==> src/rtl/machine_mode_types_1_12_pkg.sv <==
// rtl/machine_mode_types_1_12_pkg.sv - trap arbiter state type and cause priority tables
// Contents: trap_state_t, EXC_ORDER/EXC_NENT (exception causes, highest priority first),
//           int_order() (interrupt causes for a given NINT, highest priority first).
package machine_mode_types_1_12_pkg;

  typedef enum logic [1:0] {
    IDLE     = 2'd0,
    WAIT_CLR = 2'd1,
    COMMIT   = 2'd2
  } trap_state_t;

  localparam int PRIV_M = 3;
  localparam int PRIV_S = 1;
  localparam int PRIV_U = 0;

  // Entry 0 is the highest priority; unused tail entries are never scanned.
  localparam int EXC_NENT = 14;
  localparam logic [31:0][4:0] EXC_ORDER = {
    {18{5'd0}},
    5'd5, 5'd7, 5'd13, 5'd15, 5'd4, 5'd6, 5'd11,
    5'd9, 5'd8, 5'd0, 5'd2, 5'd1, 5'd12, 5'd3
  };

  // Platform lines 16..nint-1 (highest index first), then the standard causes.
  function automatic logic [31:0][4:0] int_order(input int nint);
    logic [31:0][4:0] t;
    t = '0;
    for (int k = 0; k < nint - 16; k++) begin
      t[k] = 5'(nint - 1 - k);
    end
    t[nint - 16 + 0] = 5'd11;
    t[nint - 16 + 1] = 5'd3;
    t[nint - 16 + 2] = 5'd7;
    t[nint - 16 + 3] = 5'd9;
    t[nint - 16 + 4] = 5'd1;
    t[nint - 16 + 5] = 5'd5;
    return t;
  endfunction

endpackage

==> src/rtl/priv_1_12_prio_enc.sv <==
// rtl/priv_1_12_prio_enc.sv - table-driven fixed-priority encoder
// Params: WIDTH (request width, <= 32), NENT (table entries), ORDER (cause per entry, entry 0 highest)
// Ports : req   [WIDTH-1:0] in  - request bits indexed by cause
//         valid             out - some listed cause is requesting
//         idx   [4:0]       out - highest-priority requesting cause
module priv_1_12_prio_enc #(
  parameter int               WIDTH = 16,
  parameter int               NENT  = 14,
  parameter logic [31:0][4:0] ORDER = '0
) (
  input  logic [WIDTH-1:0] req,
  output logic             valid,
  output logic [4:0]       idx
);

  // Padding to 32 lets every table entry index the request with a full 5-bit cause.
  logic [31:0] req_pad;
  assign req_pad = 32'(req);

  // Scan lowest priority first so the highest-priority hit is the last write.
  always_comb begin
    valid = 1'b0;
    idx   = 5'd0;
    for (int k = NENT - 1; k >= 0; k--) begin
      if (req_pad[ORDER[k]]) begin
        valid = 1'b1;
        idx   = ORDER[k];
      end
    end
  end

endmodule

==> src/rtl/priv_1_12_trap_arbiter.sv <==
// rtl/priv_1_12_trap_arbiter.sv - selects, holds and commits one trap or xRET at a time
// Build option: PRIV_1_12_SMODE_DELEG_EN enables S-mode delegation (mideleg/medeleg/mstatus_sie, sret).
// Ports : CLK, nRST (async, active-low)
//         int_pend[NINT-1:0], exc_req[15:0], curr_priv[1:0], mstatus_mie, mstatus_sie,
//         mideleg[NINT-1:0], medeleg[15:0], pipe_clear, mret, sret   - inputs
//         trap_req, trap_commit, trap_is_int, trap_cause[4:0], trap_to_s,
//         xret_commit[1:0] ({mret, sret})                           - outputs
module priv_1_12_trap_arbiter
  import machine_mode_types_1_12_pkg::*;
#(
  parameter int NINT = 16
) (
  input  logic            CLK,
  input  logic            nRST,
  input  logic [NINT-1:0] int_pend,
  input  logic [15:0]     exc_req,
  input  logic [1:0]      curr_priv,
  input  logic            mstatus_mie,
  input  logic            mstatus_sie,
  input  logic [NINT-1:0] mideleg,
  input  logic [15:0]     medeleg,
  input  logic            pipe_clear,
  input  logic            mret,
  input  logic            sret,
  output logic            trap_req,
  output logic            trap_commit,
  output logic            trap_is_int,
  output logic [4:0]      trap_cause,
  output logic            trap_to_s,
  output logic [1:0]      xret_commit
);

  trap_state_t state_q, state_d;
  logic [4:0]  cause_q, cause_d;
  logic        is_int_q, is_int_d;
  logic        to_s_q, to_s_d;
  logic        trap_req_q, trap_req_d;
  logic        trap_commit_q, trap_commit_d;
  logic [1:0]  xret_q, xret_d;

  logic            in_m;
  logic            m_ok;
  logic [NINT-1:0] int_elig;
  logic            exc_v, int_v;
  logic [4:0]      exc_idx, int_idx;
  logic            exc_to_s, int_to_s;
  logic [1:0]      xret_req;

  assign in_m = (curr_priv == 2'(PRIV_M));
  // Below M an M-targeted interrupt is always enabled; in M it needs mstatus.MIE.
  assign m_ok = !in_m || mstatus_mie;

`ifdef PRIV_1_12_SMODE_DELEG_EN
  logic        s_ok;
  logic [31:0] mideleg_pad;
  logic [31:0] medeleg_pad;

  // Delegated interrupts are never taken in M.
  assign s_ok        = (curr_priv == 2'(PRIV_U)) ||
                       ((curr_priv == 2'(PRIV_S)) && mstatus_sie);
  assign mideleg_pad = 32'(mideleg);
  assign medeleg_pad = 32'(medeleg);
  assign int_elig    = int_pend & ((mideleg & {NINT{s_ok}}) | (~mideleg & {NINT{m_ok}}));
  assign exc_to_s    = medeleg_pad[exc_idx] && !in_m;
  assign int_to_s    = mideleg_pad[int_idx] && !in_m;
  assign xret_req    = {mret, sret};
`else
  logic unused_deleg;

  assign unused_deleg = ^{mideleg, medeleg, mstatus_sie, sret};
  assign int_elig     = int_pend & {NINT{m_ok}};
  assign exc_to_s     = 1'b0;
  assign int_to_s     = 1'b0;
  assign xret_req     = {mret, 1'b0};
`endif

  priv_1_12_prio_enc #(
    .WIDTH(16),
    .NENT (EXC_NENT),
    .ORDER(EXC_ORDER)
  ) u_exc_enc (
    .req  (exc_req),
    .valid(exc_v),
    .idx  (exc_idx)
  );

  priv_1_12_prio_enc #(
    .WIDTH(NINT),
    .NENT (NINT - 10),
    .ORDER(int_order(NINT))
  ) u_int_enc (
    .req  (int_elig),
    .valid(int_v),
    .idx  (int_idx)
  );

  always_comb begin
    state_d       = state_q;
    cause_d       = cause_q;
    is_int_d      = is_int_q;
    to_s_d        = to_s_q;
    trap_req_d    = trap_req_q;
    trap_commit_d = 1'b0;
    xret_d        = 2'b00;
    case (state_q)
      IDLE: begin
        trap_req_d = 1'b0;
        if (exc_v) begin
          state_d    = WAIT_CLR;
          cause_d    = exc_idx;
          is_int_d   = 1'b0;
          to_s_d     = exc_to_s;
          trap_req_d = 1'b1;
        end else if (int_v) begin
          state_d    = WAIT_CLR;
          cause_d    = int_idx;
          is_int_d   = 1'b1;
          to_s_d     = int_to_s;
          trap_req_d = 1'b1;
        end else begin
          // An xRET racing a trap latch is dropped by the branches above.
          xret_d = xret_req;
        end
      end
      WAIT_CLR: begin
        // A synchronous exception preempts a pending interrupt, never another exception.
        if (exc_v && is_int_q) begin
          cause_d  = exc_idx;
          is_int_d = 1'b0;
          to_s_d   = exc_to_s;
        end
        if (pipe_clear) begin
          state_d       = COMMIT;
          trap_commit_d = 1'b1;
        end
      end
      COMMIT: begin
        state_d    = IDLE;
        trap_req_d = 1'b0;
      end
      default: begin
        state_d    = IDLE;
        trap_req_d = 1'b0;
      end
    endcase
  end

  always_ff @(posedge CLK or negedge nRST) begin
    if (!nRST) begin
      state_q       <= IDLE;
      cause_q       <= 5'd0;
      is_int_q      <= 1'b0;
      to_s_q        <= 1'b0;
      trap_req_q    <= 1'b0;
      trap_commit_q <= 1'b0;
      xret_q        <= 2'b00;
    end else begin
      state_q       <= state_d;
      cause_q       <= cause_d;
      is_int_q      <= is_int_d;
      to_s_q        <= to_s_d;
      trap_req_q    <= trap_req_d;
      trap_commit_q <= trap_commit_d;
      xret_q        <= xret_d;
    end
  end

  assign trap_req    = trap_req_q;
  assign trap_commit = trap_commit_q;
  assign trap_is_int = is_int_q;
  assign trap_cause  = cause_q;
  assign trap_to_s   = to_s_q;
  assign xret_commit = xret_q;

endmodule

==> config.mk <==
export PLATFORM = sky130hd
export DESIGN_NAME = priv_1_12_trap_arbiter
export DESIGN_NICKNAME = d
export VERILOG_FILES = /design/src/rtl/machine_mode_types_1_12_pkg.sv /design/src/rtl/priv_1_12_prio_enc.sv /design/src/rtl/priv_1_12_trap_arbiter.sv
export SDC_FILE = /design/constraint.sdc
export NUM_CORES = 1
export LEC_CHECK = 0
export BUFFER_PORTS_ARGS = -buffer_cell sky130_fd_sc_hd__buf_2
export CORE_MARGIN = 3
export CORE_UTILIZATION = 36
export CTS_CLUSTER_SIZE = 20
export DETAILED_ROUTE_END_ITERATION = 7
export PLACE_DENSITY = 0.84
export SYNTH_ARGS = -nofsm -noshare
export SYNTH_HDL_FRONTEND = slang
export SYNTH_HIERARCHICAL = 1
export SYNTH_SLANG_ARGS = --single-unit
export TNS_END_PERCENT = 1
==> constraint.sdc <==
create_clock -name CLK -period 1.4 [get_ports CLK]
set_clock_uncertainty 0.15 [all_clocks]
set_input_delay 0.14 -clock CLK [delete_from_list [all_inputs] [get_ports CLK]]
set_output_delay 0.14 -clock CLK [all_outputs]
set_load 0.05 [all_outputs]
==> flow_summary_export.csv, run 1 <==
group,metric,value,unit
drt,drc_errors,0,
power_and_ir_drop,pwr-share-seq,0.337,
layout,drive_above_1_share,0.5321,
drt,drt-pass1-iter-count,4,
drt,ant_nets,0,
clocking,cts_max_path_buffers,2,
sta,worst_pin_slew,500.2,ps
clocking,cts_sinks,11,
drt,wl_per_cell,11.75,um
global_route,grt_pass1_vias,931,
synth,postSynthAreaPerCell,8.636,sq um
synth,syn_inst,92,
die,io_pins,84,
layout,area_growth,58.74,%
clocking,clkTransAtPathRegs,80,ps
clocking,numCtsBuffers,3,
sta,setup_violations,9,
worst_setup_path,critPathMaxFanout,10,
synth,netlist_area,794.5,sq um
run,cap_viol_max_count,0,
power_and_ir_drop,switching_share,0.4599,
power_and_ir_drop,p_int,0.7243,mW
place,place.gp.congestion,0.7545,
worst_setup_path,r2r_slack,-20,ps
worst_setup_path,cp.required,1400,ps
power_and_ir_drop,power_leakage,0.5977,nW
power_and_ir_drop,pwr-share-comb,0.496,
drt,drtIter0Drc,12,
clocking,clkLatencyLatePin,270,ps
worst_setup_path,worst_setup_path_end_kind,"register",
die,dieArea,2807,sq um
layout,utilization,0.6238,
die,core,2022,sq um
drt,routed_wl,2.150,mm
die,dieHeight,52.98,um
layout,final_common_cell,"buf_2",
sta,slew_headroom,0.6579,
power_and_ir_drop,powerDensity,1063,nW/um^2
sta,period_needed,1906,ps
sta,slew_viol_final,0,
worst_setup_path,rr_worst_depth,4,
place,port_buffers,35,
worst_setup_path,worstReg2RegStart,"state_q[0]$_DFFE_PN0P_",
layout,mostFrequentLayoutCells,"34 x buf_2, 28 x buf_4, 11 x nor2_1, 11 x a21oi_1, 11 x dfrtp_1",
power_and_ir_drop,switchingPower,0.6166,mW
power_and_ir_drop,ir_worst_vdd,0.0006952,V
sta,max_freq,524.7,MHz
global_route,grt_max_degree,12,
worst_hold_path,min_path_type,"input port to async pin",
clocking,cts_tree,"yes",
layout,diodes,0,
sta,timing.hold.ws,97.85,ps
worst_setup_path,rr_endpoint,"trap_cause[1]$_DFFE_PN0P_",
worst_setup_path,crit_arrival,1900,ps
die,die_w,52.98,um
sta,hold_viol_final,0,
clocking,cts-root-buf,"clkbuf_4",
die,initial_core_util,0.3929,
sta,rsz0062_at_grt,"yes",
worst_setup_path,start_kind,"input port",
sta,timing.final.crit_share,1.361,
sta,setup_slack,-505.9,ps
place,dp_hpwl,1.841,mm
drt,num_vias,902,
worst_setup_path,crit_path_max_incr_delay,460,ps
global_route,grt_overflow,0,
power_and_ir_drop,pwr-share-clk,0.166,
die,placementRows,16,
global_route,antenna_found_initial,0,
layout,fin_nets,230,
outcome,violations,"negative setup slack",
clocking,htree_num_levels,1,
worst_setup_path,crit_type,"input port to register",
global_route,grt_pass1_wl,3.615,mm
global_route,grt_usage,0.1764,
worst_setup_path,crit_chain,"buf_6 -> nand3b_1 -> and2_4 -> or3_4 -> or4_4 -> o21bai_4 -> a21oi_4 -> nor2_1 -> a21oi_1",
drt,vias_per_cell,4.929,
synth,yosys_warnings,6,
power_and_ir_drop,power,1.341,mW
outcome,outcome,"finished with violations",
worst_setup_path,crit_slowest_cell,"or4_4",
## worst max-delay path: cells and delay by family
family,cells,cell delay [ps]
AND/OR/NAND/NOR,5,1350
AO/OA/AOI/OAI,3,320
buffers and inverters,1,90
## worst max-delay path by stage
stage	start	end	slack [ps]
after global placement	mstatus_mie	trap_cause[2]$_DFFE_PN0P_	-700
final	mstatus_mie	trap_cause[1]$_DFFE_PN0P_	-510
after global routing	mstatus_mie	trap_cause[1]$_DFFE_PN0P_	-580
after detailed placement	mstatus_mie	trap_cause[1]$_DFFE_PN0P_	-790
after floorplan	mstatus_mie	trap_cause[0]$_DFFE_PN0P_	-650
after CTS	mstatus_mie	trap_cause[1]$_DFFE_PN0P_	-480
## sequential cells by signal (all words and copies together), names as in the netlist
signal / flops
trap_cause: 5
state_q: 2
trap_commit: 1
trap_is_int: 1
trap_req: 1
xret_commit: 1
## metrics by stage
stage	setup slack [ps]	instance area, sq um	setup TNS [ps]	cells
2_1_floorplan	-650.9	809.5	-5287	93
3_3_place_gp	-698.8	1169	-6035	175
3_5_place_dp	-785.7	1169	-6662	175
4_1_cts	-475.2	1245	-3860	183
5_1_grt	-582.4	1261	-4599	183
6_report	-505.9	1261	-3898	183
## power by group through the flow
stage / clock [mW] / sequential (mW) / combinational, mW
after global routing: 0.248 / 0.462 / 0.716
after floorplan: 0 / 0.696 / 0.211
after global placement: 0 / 0.457 / 0.631
after detailed placement: 0 / 0.458 / 0.652
final: 0.223 / 0.453 / 0.666
after CTS: 0.234 / 0.451 / 0.662
## cell type report
cell class              instances  area, sq um
clock buffers                   3        22.52
multi-input cells              70        484.2
repair buffers                 66        421.7
well taps                      27        33.78
flip-flops and latches         11        275.3
fillers                       183        760.7
clock inverters                 1        5.005
inverters                       5        18.77
## repair_timing
action	in CTS	in global routing
setup endpoints to repair	9	9
gates resized for setup	2	4
hold buffers	3	0
buffers inserted	1	0
hold endpoints to repair	14	0
## metal layers
layer | part of all wire | vias to the layer above | wire [um] | global-route usage
met4 | 0.036 | 0 | 78 | 0.1277
met3 | 0.082 | 6 | 176 | 0.03662
met2 | 0.56 | 37 | 1194 | 0.3368
met1 | 0.33 | 410 | 700 | 0.1607
met5 | 0 | - | 0 | 0
li1 | - | 449 | - | -
Power figures use the tool's default switching activity.
==> run 2, diff against run 1 <==
--- a/config.mk
+++ b/config.mk
@@ -6,10 +6,12 @@
 export NUM_CORES = 1
 export LEC_CHECK = 0
 export BUFFER_PORTS_ARGS = -buffer_cell sky130_fd_sc_hd__buf_2
+export CORE_ASPECT_RATIO = 0.9
 export CORE_MARGIN = 3
 export CORE_UTILIZATION = 36
 export CTS_CLUSTER_SIZE = 20
 export DETAILED_ROUTE_END_ITERATION = 7
+export MAX_ROUTING_LAYER = met4
 export PLACE_DENSITY = 0.84
 export SYNTH_ARGS = -nofsm -noshare
 export SYNTH_HDL_FRONTEND = slang
==> flow_summary_export.csv, run 2 (synthesized netlist as in run 1, its figures left out) <==
group,metric,value,unit
outcome,outcome,"finished with violations",
outcome,violations,"negative setup slack",
die,dieArea,2807,sq um
sta,slew_viol_final,0,
power_and_ir_drop,powerDensity,1078,nW/um^2
die,io_pins,84,
layout,utilization,0.6280,
clocking,clkLatencyLatePin,270,ps
clocking,htree_num_levels,1,
global_route,grt_max_degree,12,
layout,final_common_cell,"buf_2",
die,die_w,55.52,um
worst_setup_path,worst_setup_path_end_kind,"register",
sta,slew_headroom,0.6677,
worst_setup_path,start_kind,"input port",
global_route,antenna_found_initial,0,
clocking,clkTransAtPathRegs,70,ps
place,dp_hpwl,1.793,mm
clocking,cts_tree,"yes",
sta,rsz0062_at_grt,"yes",
layout,largest_reg_flops,5,
drt,drt-pass1-iter-count,5,
place,place.gp.congestion,0.7771,
sta,setup-tns-final,-3673,ps
power_and_ir_drop,ir_worst_vdd,0.0007495,V
clocking,cts_sinks,11,
die,dieHeight,50.57,um
layout,diodes,0,
worst_hold_path,min_path_type,"input port to async pin",
layout,fin_nets,229,
run,cap_viol_max_count,0,
layout,drive_above_1_share,0.5484,
global_route,grt_overflow,0,
sta,period_needed,1873,ps
drt,vias_per_cell,4.856,
place,port_buffers,35,
die,core,2008,sq um
sta,max_freq,533.8,MHz
global_route,grt_pass1_vias,868,
drt,drc_errors,0,
die,placementRows,15,
clocking,cts_setup_buffers,0,
die,initial_core_util,0.3956,
layout,area_growth,58.74,%
global_route,grt_pass1_wl,3.588,mm
sta,timing.final.crit_share,1.338,
sta,hold_viol_final,0,
clocking,cts-root-buf,"clkbuf_4",
sta,worst_pin_slew,485.9,ps
drt,ant_nets,0,
place,dp.cells,173,
sta,setup_slack,-473.2,ps
worst_setup_path,crit_arrival,1870,ps
drt,routed_wl,2.113,mm
drt,num_vias,874,
sta,setup_violations,9,
drt,drtIter0Drc,11,
layout,mostFrequentLayoutCells,"34 x buf_2, 27 x buf_4, 11 x a21oi_1, 11 x dfrtp_1, 8 x nor2_1",
clocking,cts_max_path_buffers,2,
drt,wl_per_cell,11.74,um
layout,final_cells,180,
worst_setup_path,cp.required,1400,ps
worst_setup_path,critPathMaxFanout,10,
clocking,numCtsBuffers,3,
power_and_ir_drop,power_leakage,0.5916,nW
worst_setup_path,crit_type,"input port to register",
global_route,grt_usage,0.1669,
[run 2: changes by cell type in the layout (fill, tap and decap cells not counted)]
| cell | previous run | this run |
|---|---|---|
| nand3_2 | 0 | 1 |
| nand3_1 | 1 | 0 |
| and2_1 | 4 | 5 |
| and2_4 | 2 | 1 |
| nor2_1 | 11 | 8 |
| nor2_2 | 0 | 3 |
| buf_4 | 28 | 27 |
[run 2: stage by stage]
step / power (mW) / area [sq um] / hold WS [ps] / setup WS (ps)
finish: 1.359 / 1261 / 110.4 / -473.2
global route: 1.444 / 1261 / 148.2 / -546.1
CTS: 1.353 / 1244 / 103.9 / -467.1
detailed placement: 1.118 / 1166 / -129.0 / -780.0
global placement: 1.097 / 1166 / -139.0 / -695.4
floorplan: 0.9073 / 809.5 / -305.6 / -650.9
[run 2: per-layer routing]
layer  GRT usage  share of wire  vias up
met5           -              0        -
met3     0.03342          0.052        4
met2      0.2933           0.52       29
met1      0.1854           0.41      398
li1            -              -      443
met4     0.06883          0.014        0
[run 2: critical path, cell delays in order]
cell	delay, ps
buf_6	90
nand3b_1	190
and2_4	190
or3_4	380
or4_4	470
o21bai_4	150
a21oi_4	120
nor2_1	110
a21oi_1	50
[run 2: final timing paths]
| check | depth (start not counted) | end | slack [ps] | from |
|---|---|---|---|---|
| max | 9 | trap_cause[3]$_DFFE_PN0P_ | -470 | mstatus_mie |
| min | 2 | state_q[1]$_DFFE_PN0P_ | 110 | nRST |
| max reg2reg | 4 | trap_cause[3]$_DFFE_PN0P_ | 30 | state_q[0]$_DFFE_PN0P_ |
| min reg2reg | 2 | trap_req$_DFFE_PN0P_ | 360 | trap_req$_DFFE_PN0P_ |
| max in group asynchronous | 2 | trap_cause[4]$_DFFE_PN0P_ | 790 | nRST |
| min in group CLK | 5 | trap_cause[2]$_DFFE_PN0P_ | 190 | exc_req[3] |
[run 2: layout make-up]
type	count	area, sq um
flip-flops and latches	11	275.3
well taps	25	31.28
inverters	5	18.77
clock inverters	1	5.005
repair buffers	65	414.1
clock buffers	3	22.52
multi-input cells	70	494.2
fillers	170	747.0
[run 2: what timing repair did]
item | CTS | global route
hold buffers | 3 | 0
pin swaps | 0 | 1
setup endpoints to repair | 9 | 9
endpoints found under the hold margin | 14 | 0
resized for setup | 4 | 5
[run 2: where the power goes]
part / leakage [nW] / switching (mW) / internal [mW]
clock network: 0.0177 / 0.116 / 0.106
registers: 0.132 / 0.0577 / 0.397
logic: 0.442 / 0.452 / 0.230
==> run 3, diff against run 2 <==
--- a/config.mk
+++ b/config.mk
@@ -8,13 +8,13 @@
 export BUFFER_PORTS_ARGS = -buffer_cell sky130_fd_sc_hd__buf_2
 export CORE_ASPECT_RATIO = 0.9
 export CORE_MARGIN = 3
-export CORE_UTILIZATION = 36
+export CORE_UTILIZATION = 32
 export CTS_CLUSTER_SIZE = 20
 export DETAILED_ROUTE_END_ITERATION = 7
 export MAX_ROUTING_LAYER = met4
-export PLACE_DENSITY = 0.84
+export PLACE_DENSITY = 0.83
+export SETUP_SLACK_MARGIN = 0.4
 export SYNTH_ARGS = -nofsm -noshare
 export SYNTH_HDL_FRONTEND = slang
-export SYNTH_HIERARCHICAL = 1
 export SYNTH_SLANG_ARGS = --single-unit
 export TNS_END_PERCENT = 1
==> flow_summary_export.csv, run 3 <==
group,metric,value,unit
synth,postSynthAreaPerCell,9.067,sq um
drt,drt-pass1-iter-count,4,
synth,ys.flop_type,"dfrtp_1",
place,dp.cells,159,
drt,drc_errors,0,
run,cap_viol_max_count,0,
synth,ys_top_cells_by_area,"dfrtp_1 36%, nor2_1 7.0%, mux2_1 6.5%",
clocking,cts_tree,"yes",
layout,drive_above_1_share,0.5986,
global_route,grt_overflow,0,
layout,register_area,252.7,sq um
place,place.gp.congestion,0.8378,
die,io_pins,84,
sta,setup_violations,4,
global_route,grt_max_degree,11,
drt,vias_per_cell,5.096,
outcome,violations,"negative setup slack",
sta,setup_slack,-128.2,ps
die,placementRows,15,
layout,diodes,0,
synth,synth_area_leader_cell,"dfrtp_1",
synth,synth_cell_types,31,
synth,netlist_area,698.2,sq um
synth,yosys.area_share.adder,0,
die,dieArea,2779,sq um
global_route,antenna_found_initial,0,
synth,yosys_warnings,0,
worst_setup_path,worst_setup_path_end_kind,"register",
worst_setup_path,rr_worst_depth,5,
global_route,grt_pass1_vias,888,
die,die_w,55.24,um
synth,synth_top_family_by_area,"compound AO/OA/AOI/OAI gates",
sta,slew_viol_final,0,
synth,synth_xor_area_frac,0,
die,initial_core_util,0.3509,
clocking,cts_sinks,10,
outcome,outcome,"finished with violations",
die,core,1989,sq um
synth,synth_seq_area_share,0.3584,
synth,yosys.cell_count.top_type,"nor2_1",
synth,synth_compound_area_frac,0.2599,
place,dp_hpwl,1.654,mm
layout,mostFrequentLayoutCells,"26 x buf_4, 24 x buf_2, 10 x nor2_1",
layout,final_cells,167,
sta,hold_viol_final,0,
worst_setup_path,crit_arrival,1540,ps
place,port_buffers,34,
power_and_ir_drop,powerDensity,1115,nW/um^2
drt,routed_wl,2.395,mm
sta,setup-tns-final,-411.8,ps
layout,area_growth,85.13,%
sta,timing.final.crit_share,1.092,
synth,synth.top_cell.area_share,0.3584,
worst_setup_path,critPathMaxFanout,4,
layout,num-fill-cells,159,
sta,period_needed,1528,ps
synth,ys_ff_latch,10,
synth,synthArstFlopShare,1.000,
worst_hold_path,min_path_type,"input port to async pin",
synth,synthSimpleGateAreaFrac,0.2527,
synth,synth_edf_count,0,
worst_setup_path,start_kind,"register",
layout,fin_nets,216,
clocking,htree_num_levels,1,
global_route,grt_pass1_wl,3.939,mm
clocking,clkTransAtPathRegs,70,ps
die,dieHeight,50.31,um
layout,final_common_cell,"buf_4",
clocking,clkLatencyLatePin,270,ps
synth,syn_inst,77,
sta,rsz0062_at_grt,"yes",
power_and_ir_drop,power_leakage,0.6212,nW
drt,drtIter0Drc,41,
sta,max_freq,654.4,MHz
synth,synthMuxAreaShare,0.06452,
clocking,cts-root-buf,"clkbuf_4",
drt,wl_per_cell,14.34,um
layout,multi_input_area,503.0,sq um
clocking,numCtsBuffers,3,
worst_setup_path,crit_type,"register to register",
worst_setup_path,cp.required,1410,ps
power_and_ir_drop,ir_worst_vdd,0.0007056,V
layout,largest_reg_flops,4,
clocking,cts_max_path_buffers,2,
drt,num_vias,851,
global_route,grt_usage,0.1844,
synth,yosys-top-cells-count,"13 x nor2_1, 10 x dfrtp_1, 7 x nor3_1",
drt,ant_nets,0,
run 3: metrics by stage:
step	area [sq um]	setup WS, ps	hold WS, ps	total power [mW]	util
floorplan	732.0	-143.4	-305.6	0.7662	-
global placement	1091	-322.2	-148.8	0.9640	0.5484
detailed placement	1091	-388.6	-141.2	0.9872	0.5484
CTS	1260	-100.3	92.80	1.407	0.6333
global route	1292	-178.0	124.2	1.505	0.6497
finish	1292	-128.2	96.98	1.442	0.6497
run 3: cell type report:
cell class | count | area share
sequential | 10 | 0.1955
timing repair buffer | 62 | 0.3485
tap | 25 | 0.02420
multi-input combinational | 61 | 0.3892
inverter | 5 | 0.01452
clock buffer | 4 | 0.02807
run 3: where the power goes:
group          total [mW]  switching (mW)  leakage [nW]  internal [mW]
clock               0.272           0.114        0.0210          0.158
sequential          0.414          0.0597         0.121          0.355
combinational       0.755           0.420         0.479          0.335
total                1.44           0.594         0.621          0.848
run 3: critical path, stage by stage (launching register included):
cell	delay (ps)
dfrtp_1	380
nand2b_4	170
a41oi_2	230
buf_4	160
a32oi_1	60
mux2_4	270
run 3: path summary, 6_finish.rpt:
path,from,slack [ps],to
min reg2reg,trap_req$_DFFE_PN0P_,400,trap_req$_DFFE_PN0P_
min in group CLK,exc_req[5],180,xret_commit[1]$_DFF_PN0_
max reg2reg,state_q[1]$_DFFE_PN0P_,-130,trap_cause[1]$_DFFE_PN0P_
min,nRST,100,trap_req$_DFFE_PN0P_
max,state_q[1]$_DFFE_PN0P_,-130,trap_cause[1]$_DFFE_PN0P_
max in group asynchronous,nRST,800,trap_is_int$_DFFE_PN0P_
run 3: per-layer routing:
metal / vias up / wire length [um] / GRT usage
met5: - / 0 / -
met3: 6 / 169 / 0.03599
li1: 412 / - / -
met2: 39 / 1180 / 0.3268
met4: 0 / 53 / 0.08097
met1: 394 / 991 / 0.2016
run 3: repair_timing:
item,in CTS,in global routing
endpoints found under the hold margin,14,0
gates cloned,0,0
pin swaps,10,6
setup endpoints to repair,16,18
hold buffers,3,0
setup buffers,1,0
resized for setup,26,10
run 3: kinds of logic after synthesis:
logic type             count (synthesis)
AOI/OAI and AO/OA                     23
muxes                                  4
and+or+nand+nor                       31
DFF                                   10
other                                  1
buffers and inverters                  8
